**config.mk**
```make
export PLATFORM = sky130hd
export DESIGN_NAME = multicycle_ctrl
export DESIGN_NICKNAME = d
export VERILOG_FILES = /design/src/rtl/ctrl_pkg.sv /design/src/rtl/ctrl_opdecode.sv /design/src/rtl/multicycle_ctrl.sv
export SDC_FILE = /design/constraint.sdc
export NUM_CORES = 1
export LEC_CHECK = 0
export BUFFER_PORTS_ARGS = -buffer_cell sky130_fd_sc_hd__buf_2
export CORE_MARGIN = 1
export CORE_UTILIZATION = 39
export CTS_CLUSTER_SIZE = 25
export DETAILED_ROUTE_END_ITERATION = 8
export PLACE_DENSITY = 0.75
export SKIP_LAST_GASP = 1
export SLEW_MARGIN = 20
export SYNTH_ARGS = -nofsm -noshare
export SYNTH_HDL_FRONTEND = slang
export SYNTH_SLANG_ARGS = --single-unit
```
**constraint.sdc**
```tcl
create_clock -name clk -period 3.8 [get_ports clk]
set_clock_uncertainty 0.05 [all_clocks]
set_input_delay 0.19 -clock clk [delete_from_list [all_inputs] [get_ports clk]]
set_output_delay 0.19 -clock clk [all_outputs]
set_load 0.02 [all_outputs]
```
**src/rtl/ctrl_pkg.sv**
```systemverilog
`default_nettype none
// ============================================================================
// Module   : ctrl_pkg
// Brief    : Shared encodings for the multi-cycle RV32I control path: FSM
//            states, opcodes, instruction classes and datapath select codes.
// Revision : 1.0 - initial release
// ============================================================================
package ctrl_pkg;

  typedef enum logic [2:0] {
    ST_FETCH  = 3'd0,
    ST_DECODE = 3'd1,
    ST_EXEC   = 3'd2,
    ST_MEM    = 3'd3,
    ST_WB     = 3'd4,
    ST_TRAP   = 3'd5
  } state_t;

  typedef enum logic [3:0] {
    CLS_LUI     = 4'd0,
    CLS_AUIPC   = 4'd1,
    CLS_JAL     = 4'd2,
    CLS_JALR    = 4'd3,
    CLS_BRANCH  = 4'd4,
    CLS_LOAD    = 4'd5,
    CLS_STORE   = 4'd6,
    CLS_OPIMM   = 4'd7,
    CLS_OP      = 4'd8,
    CLS_FENCE   = 4'd9,
    CLS_ILLEGAL = 4'd10
  } cls_t;

  localparam logic [6:0] OPC_LUI    = 7'b0110111;
  localparam logic [6:0] OPC_AUIPC  = 7'b0010111;
  localparam logic [6:0] OPC_JAL    = 7'b1101111;
  localparam logic [6:0] OPC_JALR   = 7'b1100111;
  localparam logic [6:0] OPC_BRANCH = 7'b1100011;
  localparam logic [6:0] OPC_LOAD   = 7'b0000011;
  localparam logic [6:0] OPC_STORE  = 7'b0100011;
  localparam logic [6:0] OPC_OPIMM  = 7'b0010011;
  localparam logic [6:0] OPC_OP     = 7'b0110011;
  localparam logic [6:0] OPC_FENCE  = 7'b0001111;

  // Immediate generator select codes; must stay aligned with the imm-gen.
  localparam logic [2:0] IMM_I = 3'b000;
  localparam logic [2:0] IMM_S = 3'b001;
  localparam logic [2:0] IMM_B = 3'b010;
  localparam logic [2:0] IMM_J = 3'b011;
  localparam logic [2:0] IMM_U = 3'b100;

  localparam logic [1:0] PC_PLUS4 = 2'b00;
  localparam logic [1:0] PC_IMM   = 2'b01;
  localparam logic [1:0] PC_ALU   = 2'b10;

  localparam logic [1:0] WB_ALU = 2'b00;
  localparam logic [1:0] WB_MEM = 2'b01;
  localparam logic [1:0] WB_PC4 = 2'b10;

  localparam logic [1:0] SRC_A_RS1  = 2'b00;
  localparam logic [1:0] SRC_A_PC   = 2'b01;
  localparam logic [1:0] SRC_A_ZERO = 2'b10;

  localparam logic SRC_B_RS2 = 1'b0;
  localparam logic SRC_B_IMM = 1'b1;

  localparam logic [1:0] ALU_ADD   = 2'b00;
  localparam logic [1:0] ALU_CMP   = 2'b01;
  localparam logic [1:0] ALU_FUNCT = 2'b10;

  function automatic cls_t opcode_class(input logic [6:0] opcode);
    cls_t cls;
    case (opcode)
      OPC_LUI:    cls = CLS_LUI;
      OPC_AUIPC:  cls = CLS_AUIPC;
      OPC_JAL:    cls = CLS_JAL;
      OPC_JALR:   cls = CLS_JALR;
      OPC_BRANCH: cls = CLS_BRANCH;
      OPC_LOAD:   cls = CLS_LOAD;
      OPC_STORE:  cls = CLS_STORE;
      OPC_OPIMM:  cls = CLS_OPIMM;
      OPC_OP:     cls = CLS_OP;
      OPC_FENCE:  cls = CLS_FENCE;
      default:    cls = CLS_ILLEGAL;
    endcase
    return cls;
  endfunction

endpackage
`default_nettype wire

```
**src/rtl/ctrl_opdecode.sv**
```systemverilog
`default_nettype none
// ============================================================================
// Module   : ctrl_opdecode
// Brief    : Combinational opcode decoder: instruction class, immediate select
//            and the per-instruction static datapath mux selects.
// Revision : 1.0 - initial release
// ============================================================================
module ctrl_opdecode
  import ctrl_pkg::*;
(
  input  logic [6:0] opcode,
  output cls_t       cls,
  output logic [2:0] imm_sel,
  output logic [1:0] alu_src_a,
  output logic       alu_src_b,
  output logic [1:0] alu_op,
  output logic [1:0] wb_sel,
  output logic       rd_we
);

  always_comb begin
    cls       = opcode_class(opcode);
    imm_sel   = IMM_I;
    alu_src_a = SRC_A_RS1;
    alu_src_b = SRC_B_IMM;
    alu_op    = ALU_ADD;
    wb_sel    = WB_ALU;
    rd_we     = 1'b1;

    case (cls)
      CLS_LUI: begin
        imm_sel   = IMM_U;
        alu_src_a = SRC_A_ZERO;
      end
      CLS_AUIPC: begin
        imm_sel   = IMM_U;
        alu_src_a = SRC_A_PC;
      end
      CLS_JAL: begin
        imm_sel   = IMM_J;
        alu_src_a = SRC_A_PC;
        wb_sel    = WB_PC4;
      end
      CLS_JALR: begin
        imm_sel = IMM_I;
        wb_sel  = WB_PC4;
      end
      CLS_BRANCH: begin
        imm_sel   = IMM_B;
        alu_src_b = SRC_B_RS2;
        alu_op    = ALU_CMP;
        rd_we     = 1'b0;
      end
      CLS_LOAD: begin
        imm_sel = IMM_I;
        wb_sel  = WB_MEM;
      end
      CLS_STORE: begin
        imm_sel = IMM_S;
        rd_we   = 1'b0;
      end
      CLS_OPIMM: begin
        imm_sel = IMM_I;
        alu_op  = ALU_FUNCT;
      end
      CLS_OP: begin
        alu_src_b = SRC_B_RS2;
        alu_op    = ALU_FUNCT;
      end
      // FENCE and illegal opcodes retire as NOPs with no register write.
      default: begin
        rd_we = 1'b0;
      end
    endcase
  end

endmodule
`default_nettype wire

```
**src/rtl/multicycle_ctrl.sv**
```systemverilog
`default_nettype none
// ============================================================================
// Module   : multicycle_ctrl
// Brief    : Multi-cycle RV32I control FSM (FETCH/DECODE/EXEC/MEM/WB) with a
//            retired-instruction counter. Define ILLEGAL_TRAP_EN to route
//            illegal opcodes into a sticky TRAP state.
// Revision : 1.0 - initial release
// ============================================================================
module multicycle_ctrl
  import ctrl_pkg::*;
#(
  parameter int INSTRET_W = 32
) (
  input  logic                 clk,
  input  logic                 rst,
  input  logic [31:0]          inst,
  input  logic                 mem_ready,
  input  logic                 branch_taken,
  output logic                 imem_req,
  output logic                 dmem_req,
  output logic                 dmem_we,
  output logic                 ir_we,
  output logic                 pc_we,
  output logic [1:0]           pc_sel,
  output logic [2:0]           imm_sel,
  output logic [1:0]           alu_src_a,
  output logic                 alu_src_b,
  output logic [1:0]           alu_op,
  output logic                 reg_we,
  output logic [1:0]           wb_sel,
  output logic [INSTRET_W-1:0] instret,
  output logic                 trap
);

  state_t               state_q, state_d;
  logic [INSTRET_W-1:0] instret_q, instret_d;

  cls_t       dec_cls;
  logic [2:0] dec_imm_sel;
  logic [1:0] dec_alu_src_a;
  logic       dec_alu_src_b;
  logic [1:0] dec_alu_op;
  logic [1:0] dec_wb_sel;
  logic       dec_rd_we;
  logic       unused_inst_bits;

  assign unused_inst_bits = ^inst[31:7];

  ctrl_opdecode u_opdecode (
    .opcode    (inst[6:0]),
    .cls       (dec_cls),
    .imm_sel   (dec_imm_sel),
    .alu_src_a (dec_alu_src_a),
    .alu_src_b (dec_alu_src_b),
    .alu_op    (dec_alu_op),
    .wb_sel    (dec_wb_sel),
    .rd_we     (dec_rd_we)
  );

  // Outputs are pure decode of state, opcode and the two handshake inputs;
  // holding rst forces every strobe low regardless of the current state.
  always_comb begin
    state_d   = state_q;
    imem_req  = 1'b0;
    dmem_req  = 1'b0;
    dmem_we   = 1'b0;
    ir_we     = 1'b0;
    pc_we     = 1'b0;
    pc_sel    = PC_PLUS4;
    imm_sel   = IMM_I;
    alu_src_a = SRC_A_RS1;
    alu_src_b = SRC_B_RS2;
    alu_op    = ALU_ADD;
    reg_we    = 1'b0;
    wb_sel    = WB_ALU;
    trap      = 1'b0;

    if (!rst) begin
      // The IR only holds the current instruction from DECODE onwards.
      if (state_q == ST_DECODE || state_q == ST_EXEC ||
          state_q == ST_MEM    || state_q == ST_WB) begin
        imm_sel   = dec_imm_sel;
        alu_src_a = dec_alu_src_a;
        alu_src_b = dec_alu_src_b;
        alu_op    = dec_alu_op;
        wb_sel    = dec_wb_sel;
      end

      case (state_q)
        ST_FETCH: begin
          imem_req = 1'b1;
          if (mem_ready) begin
            ir_we   = 1'b1;
            state_d = ST_DECODE;
          end
        end
        ST_DECODE: begin
          state_d = ST_EXEC;
`ifdef ILLEGAL_TRAP_EN
          if (dec_cls == CLS_ILLEGAL) begin
            state_d = ST_TRAP;
          end
`endif
        end
        ST_EXEC: begin
          case (dec_cls)
            CLS_BRANCH: begin
              pc_we   = 1'b1;
              pc_sel  = branch_taken ? PC_IMM : PC_PLUS4;
              state_d = ST_FETCH;
            end
            CLS_LOAD, CLS_STORE: state_d = ST_MEM;
            default:             state_d = ST_WB;
          endcase
        end
        ST_MEM: begin
          dmem_req = 1'b1;
          dmem_we  = (dec_cls == CLS_STORE);
          if (mem_ready) begin
            if (dec_cls == CLS_STORE) begin
              pc_we   = 1'b1;
              pc_sel  = PC_PLUS4;
              state_d = ST_FETCH;
            end else begin
              state_d = ST_WB;
            end
          end
        end
        ST_WB: begin
          reg_we  = dec_rd_we;
          pc_we   = 1'b1;
          state_d = ST_FETCH;
          case (dec_cls)
            CLS_JAL:  pc_sel = PC_IMM;
            CLS_JALR: pc_sel = PC_ALU;
            default:  pc_sel = PC_PLUS4;
          endcase
        end
        ST_TRAP: begin
`ifdef ILLEGAL_TRAP_EN
          trap = 1'b1;
`else
          state_d = ST_FETCH;
`endif
        end
        default: state_d = ST_FETCH;
      endcase
    end
  end

  assign instret_d = instret_q + INSTRET_W'(pc_we);
  assign instret   = rst ? '0 : instret_q;

  always_ff @(posedge clk) begin
    if (rst) begin
      state_q   <= ST_FETCH;
      instret_q <= '0;
    end else begin
      state_q   <= state_d;
      instret_q <= instret_d;
    end
  end

endmodule
`default_nettype wire

```
==> flow_metrics.env, run 1 <==
export IMPL_finalSetupViolations=0
export IMPL_die_width_um=77.1
export IMPL_ir_worst_vdd_v=0.000175
export IMPL_yosys_area_top_type_share=0.318
export IMPL_yosysMostFrequentCell="dfxtp_1"
export IMPL_syn_to_final_growth_pct=20.3
export IMPL_overflow=0
export IMPL_path_buf_inv=0
export IMPL_rows=26
export IMPL_io_buffers=60
export IMPL_ant_nets=0
export IMPL_cts_buffer_depth=2
export IMPL_hold_class="input port to flop"
export IMPL_routed_wl_mm=5.21
export IMPL_cp_required_ns=3.93
export IMPL_cp_start_kind="flop"
export IMPL_p_leak_uw=0.00112
export IMPL_cp_depth=10
export IMPL_critPathSlowestCell="or3_1"
export IMPL_antenna_found_initial=0
export IMPL_synth_common_cells="35 x dfxtp_1, 31 x nor2_1, 31 x nor2b_1, 20 x nand2_1, 16 x a21oi_1"
export IMPL_gp_congestion=0.769
export IMPL_dr_pass1_iters=4
export IMPL_cts_made_buffers=5
export IMPL_detail_route_wl_per_cell_um=12.7
export IMPL_critical_path_max_fanout=8
export IMPL_hp_start="mem_ready"
export IMPL_post_cts_setup_buffers=0
export IMPL_start_util=0.418
export IMPL_timing_rr_start="state_q[2]"
export IMPL_hold_viol_final=0
export IMPL_drt_iter0_markers=117
export IMPL_ys_flop_type="dfxtp_1"
export IMPL_nets=378
export IMPL_synth_top_cells_by_area="dfxtp_1 32%, nor2b_1 8.8%, nor2_1 5.3%, a21oi_1 3.6%, nand2_1 3.4%"
export IMPL_dpl_cell_area_um2=2530
export IMPL_drive_gt1_frac=0.235
export IMPL_critPathKind="flop to flop"
export IMPL_worstPathCellList="nor2_1 -> and3_1 -> and3_1 -> a22o_1 -> ha_1 -> ha_1 -> nand3_1 -> or3_1 -> nor3_1 -> mux2_1"
export IMPL_nFillCells=549
export IMPL_diodes=0
export IMPL_cts_tree="built"
export IMPL_cts_sinks=35
export IMPL_root_buffer="clkbuf_8"
export IMPL_holdBufCountCts=0
export IMPL_clkTransAtPathRegs_ns=0.07
export IMPL_detailed_place_hpwl_mm=3.64
export IMPL_synth_avg_cell_area_um2=7.62
export IMPL_crit_family="simple AND/OR/NAND/NOR gates"
export IMPL_synth_edf_count=0
export IMPL_viasPerCell=5.36
export IMPL_r2r_slack_ns=0.76
export IMPL_ios=87
export IMPL_die_height_um=77.1
export IMPL_worst_r2r_path_depth=10
export IMPL_period_share=0.800
export IMPL_grt_setup_unrepaired="no"
export IMPL_coreArea_um2=5270
export IMPL_ff_latch_area_um2=701
export IMPL_drc=0
export IMPL_yosysTopAreaCell="dfxtp_1"
export IMPL_syn_inst=289
export IMPL_worstSetupEndpointType="flop"
export IMPL_design_area_um2=2650
export IMPL_grt_util_all_layers=0.175
export IMPL_synth_warnings=0
export IMPL_status="complete, no violations"
export IMPL_r2r_end="instret_q[26]"
export IMPL_arrival_ns=3.17
export IMPL_relSlewSlack=0.574
export IMPL_grt_pass1_wl_mm=8.59
export IMPL_finalSetupTns_ns=0
export IMPL_tightestPinTransition_ns=0.639
export IMPL_synth_fp_nets=327
export IMPL_via_count=2202
export IMPL_die_area_um2=5950
export IMPL_slew_violations=0
export IMPL_h_tree_depth=2
export IMPL_maxCapViolations=0
export IMPL_fmax_mhz=329
export IMPL_min_to="state_q[0]"
export IMPL_syn_area_um2=2200
export IMPL_fin_crit_ns=3.04
export IMPL_async_flop_share=0
export IMPL_cts_repair_resized=0
export IMPL_max_stage_delay_ns=0.48
export IMPL_grt_pass1_vias=1965
export IMPL_multi_input_area_um2=1400
export IMPL_ys_seq_area_frac=0.318
export IMPL_power_density_nw_per_um2=293
export IMPL_whs_path_depth=2
export IMPL_grt_max_degree=69
export IMPL_synthDistinctLibCells=44
export IMPL_yosys_register_bits=35
export IMPL_clk_latency_ns=0.29
-- registers in the layout, summed over array words and instances (netlist names) --
signal	cells
instret_q	32
state_q	3
-- per-layer routing --
layer,vias to the layer above,routed length (um),track usage
met2,60,2390,0.288
met5,-,0,0
li1,1121,-,-
met1,1014,2500,0.222
met4,0,51,0.0547
met3,7,264,0.0464
-- power by group --
part           internal [uW]  total [uW]  switching (uW)  leakage (uW)
clock                    212         345             132     0.0000612
combinational           20.0        58.1            38.1      0.000774
sequential               369         374            5.22      0.000282
-- how the worst max path moves through the flow --
stage / startpoint / endpoint / slack (ns)
6_report: state_q[2] / instret_q[26] / 0.76
5_1_grt: state_q[2] / instret_q[26] / 0.58
3_3_place_gp: inst[3] / instret_q[28] / 0.61
3_5_place_dp: inst[3] / instret_q[28] / 0.53
2_1_floorplan: inst[3] / instret_q[22] / 0.54
4_1_cts: state_q[2] / instret_q[28] / 0.76
-- area by class of cell --
cell class	count	share of cell area
timing repair buffer	62	0.119
clock inverter	2	0.0132
inverter	7	0.00992
multi-input combinational	229	0.529
sequential	35	0.265
clock buffer	6	0.0312
tap	70	0.0331
-- logic make-up (layout without fill, tap and decap cells) --
kind of cell    Yosys count  in the layout  share of synthesized area
buf+inv                  25             77                     0.0455
fa+ha+maj                 3              3                     0.0159
xor+xnor                 10             10                     0.0398
simple gates            167            167                      0.432
other cells               1              1                    0.00170
mux                      10             10                     0.0512
compound gates           38             38                     0.0955
flops                    35             35                      0.318
-- per-stage QoR --
step	setup WS (ns)	total power, uW	hold WS, ns	utilization	instances
CTS	0.757	784	0.0947	0.502	411
detailed placement	0.535	440	0.401	0.480	403
global route	0.575	806	0.112	0.502	411
floorplan	0.541	424	0.238	-	289
finish	0.761	777	0.0979	0.502	411
global placement	0.614	439	0.402	0.480	403
-- cells in the final DEF, fill, tap and decap left out, drive strengths merged, types with 10 or more instances in the layout --
cell type	instances
nor2	31
buf	62
nand4	11
or3	10
nor3	13
nor2b	31
a21oi	16
mux2	10
nand3	12
nand2	20
dfxtp	35
o21ai	14
-- worst reg2reg max path: stages, from the launching register on --
cell,delay [ns]
dfxtp_1,0.38
nor2_1,0.24
and3_1,0.20
and3_1,0.17
a22o_1,0.16
ha_1,0.22
ha_1,0.29
nand3_1,0.11
or3_1,0.48
nor3_1,0.29
mux2_1,0.35
Power figures use the tool's default switching activity.
==> run 2: changes to the inputs <==
--- a/config.mk
+++ b/config.mk
@@ -5,12 +5,13 @@
 export SDC_FILE = /design/constraint.sdc
 export NUM_CORES = 1
 export LEC_CHECK = 0
+export ABC_AREA = 1
 export BUFFER_PORTS_ARGS = -buffer_cell sky130_fd_sc_hd__buf_2
 export CORE_MARGIN = 1
 export CORE_UTILIZATION = 39
 export CTS_CLUSTER_SIZE = 25
 export DETAILED_ROUTE_END_ITERATION = 8
-export PLACE_DENSITY = 0.75
+export PLACE_DENSITY = 0.76
 export SKIP_LAST_GASP = 1
 export SLEW_MARGIN = 20
 export SYNTH_ARGS = -nofsm -noshare
==> constraint.sdc (replaced) <==
create_clock -name clk -period 2.7 [get_ports clk]
set_clock_uncertainty 0.05 [all_clocks]
set_input_delay 0.135 -clock clk [delete_from_list [all_inputs] [get_ports clk]]
set_output_delay 0.135 -clock clk [all_outputs]
set_load 0.02 [all_outputs]
==> flow_metrics.env, run 2 <==
export IMPL_gp_congestion=0.937
export IMPL_status="complete, no violations"
export IMPL_start_util=0.413
export IMPL_crit_family="simple AND/OR/NAND/NOR gates"
export IMPL_grt_pass1_wl_mm=9.58
export IMPL_hold_class="input port to flop"
export IMPL_whs_ns=0.151
export IMPL_ys_flop_type="dfxtp_1"
export IMPL_io_buffers=60
export IMPL_max_stage_delay_ns=0.37
export IMPL_nFillCells=620
export IMPL_synth_avg_cell_area_um2=6.03
export IMPL_yosys_register_bits=35
export IMPL_die_area_um2=6700
export IMPL_cts_tree="built"
export IMPL_holdBufCountCts=0
export IMPL_h_tree_depth=2
export IMPL_syn_area_um2=2490
export IMPL_grt_util_all_layers=0.185
export IMPL_power_density_nw_per_um2=381
export IMPL_relSlewSlack=0.647
export IMPL_critPathSlowestCell="dfxtp_2"
export IMPL_synthXorXnorAreaFrac=0.00352
export IMPL_largest_register_ffs=32
export IMPL_routed_wl_mm=6.08
export IMPL_synth_common_cells="80 x nand2_1, 71 x inv_1, 59 x nor2_1, 36 x a21oi_1, 35 x dfxtp_1"
export IMPL_period_share=0.884
export IMPL_cts_sinks=35
export IMPL_detail_route_wl_per_cell_um=11.0
export IMPL_synth_top_cells_by_area="dfxtp_1 28%, nand2_1 12%, inv_1 11%, nor2_1 8.9%, a21oi_1 7.2%"
export IMPL_ant_nets=0
export IMPL_design_area_um2=3020
export IMPL_clkTransAtPathRegs_ns=0.07
export IMPL_via_count=2678
export IMPL_grt_pass1_vias=2192
export IMPL_drc=0
export IMPL_cp_start_kind="flop"
export IMPL_fmax_mhz=419
export IMPL_yosys_area_top_type_share=0.282
export IMPL_coreArea_um2=6030
export IMPL_worstPathCellList="inv_1 -> nor3_2 -> inv_1 -> nor3_2 -> o21ai_0 -> inv_1 -> ha_1 -> ha_1 -> nand2_1 -> nor2_4 -> inv_2 -> nor2_2 -> inv_2 -> nor2_4 -> nand2_1 -> nand2_1 -> a21oi_1"
export IMPL_dp_cells=544
export IMPL_finalSetupTns_ns=0
export IMPL_arrival_ns=2.50
export IMPL_worstSetupEndpointType="flop"
export IMPL_drive_gt1_frac=0.243
export IMPL_rows=28
export IMPL_syn_inst=413
export IMPL_muxShareOfSynthArea=0
export IMPL_r2r_slack_ns=0.31
export IMPL_antenna_found_initial=0
export IMPL_yosysMostFrequentCell="nand2_1"
export IMPL_synth_compound_area_frac=0.128
export IMPL_synth_warnings=0
export IMPL_regMostFlops="instret_q"
export IMPL_dpl_cell_area_um2=2880
export IMPL_tightestPinTransition_ns=0.529
export IMPL_final_cell_mix="80 x nand2_1, 71 x inv_1, 60 x buf_2"
export IMPL_dr_pass1_iters=4
export IMPL_ios=87
export IMPL_synth_simple_area_share=0.444
export IMPL_syn_to_final_growth_pct=21.5
export IMPL_finalSetupViolations=0
export IMPL_detailed_place_hpwl_mm=4.75
export IMPL_diodes=0
export IMPL_nets=514
export IMPL_overflow=0
export IMPL_synth_fa_ha_area_frac=0.0101
export IMPL_hold_viol_final=0
export IMPL_critPathKind="flop to flop"
export IMPL_finalNonFillerCells=552
export IMPL_cp_required_ns=2.81
export IMPL_ir_worst_vdd_v=0.000253
export IMPL_synth_top_family_by_area="simple AND/OR/NAND/NOR gates"
export IMPL_grt_setup_unrepaired="no"
export IMPL_path_buf_inv=5
export IMPL_critical_path_max_fanout=4
export IMPL_yosysTopAreaCell="dfxtp_1"
export IMPL_final_util=0.502
export IMPL_synth_edf_count=0
export IMPL_multi_input_area_um2=1490
export IMPL_reg_top3="instret_q: 32 flops, state_q: 3 flops"
export IMPL_die_width_um=81.9
export IMPL_die_height_um=81.9
export IMPL_final_common_cell="nand2_1"
export IMPL_drt_iter0_markers=178
export IMPL_cts_buffer_depth=2
export IMPL_root_buffer="clkbuf_8"
export IMPL_grt_max_degree=58
export IMPL_ff_latch_area_um2=702
export IMPL_maxCapViolations=0
export IMPL_clk_latency_ns=0.29
export IMPL_cts_made_buffers=5
export IMPL_viasPerCell=4.85
export IMPL_ys_seq_area_frac=0.282
export IMPL_fin_crit_ns=2.39
export IMPL_synth_fp_nets=451
export IMPL_async_flop_share=0
export IMPL_p_leak_uw=0.00140
export IMPL_synthDistinctLibCells=34
export IMPL_slew_violations=0
-- run 2: cells by family after synthesis --
| family | Yosys count |
|---|---|
| AO/OA/AOI/OAI | 60 |
| XOR/XNOR | 1 |
| adder cells (fa/ha/maj) | 2 |
| buffers and inverters | 86 |
| flip-flops | 35 |
| other | 1 |
| AND/OR/NAND/NOR | 228 |
-- run 2: worst paths after layout --
path         depth (start not counted)            end           from
max                                 17  instret_q[30]     state_q[0]
min                                  4     state_q[0]      mem_ready
max reg2reg                         17  instret_q[30]     state_q[0]
min reg2reg                          2  instret_q[31]  instret_q[31]
-- run 2: report_power, final --
group | switching [uW] | internal [uW]
clock | 190 | 299
combinational | 91.8 | 42.2
sequential | 6.73 | 523
total | 289 | 864
-- run 2: through the flow --
stage	worst slack [ns]	power (uW)
6_report	0.313	1150
5_1_grt	0.00726	1200
4_1_cts	0.146	1150
3_5_place_dp	0.134	669
3_3_place_gp	0.166	667
2_1_floorplan	0.347	631
-- run 2: what timing repair did --
| item | CTS | global route |
|---|---|---|
| resized for setup | 0 | 6 |
| setup buffers | 0 | 0 |
| setup endpoints to repair | 0 | 14 |
-- run 2: worst min-delay path, cell delays in order --
cell,delay (ns)
buf_2,0.07
inv_1,0.06
nand2_1,0.11
a21oi_1,0.07
-- run 2: layout make-up --
type	instances	area share
Multi-Input combinational cell	292	0.492
Tap cell	75	0.0310
Clock buffer	6	0.0273
Clock inverter	2	0.0116
Inverter	78	0.0969
Sequential cell	35	0.232
Timing Repair Buffer	64	0.109
-- run 2: per-layer routing --
| layer | routed length (um) | up-vias | GRT usage |
|---|---|---|---|
| li1 | - | 1434 | - |
| met1 | 2680 | 1143 | 0.236 |
| met4 | 134 | 0 | 0.0754 |
| met2 | 2810 | 89 | 0.300 |
| met5 | 0 | - | 0 |
| met3 | 457 | 12 | 0.0411 |
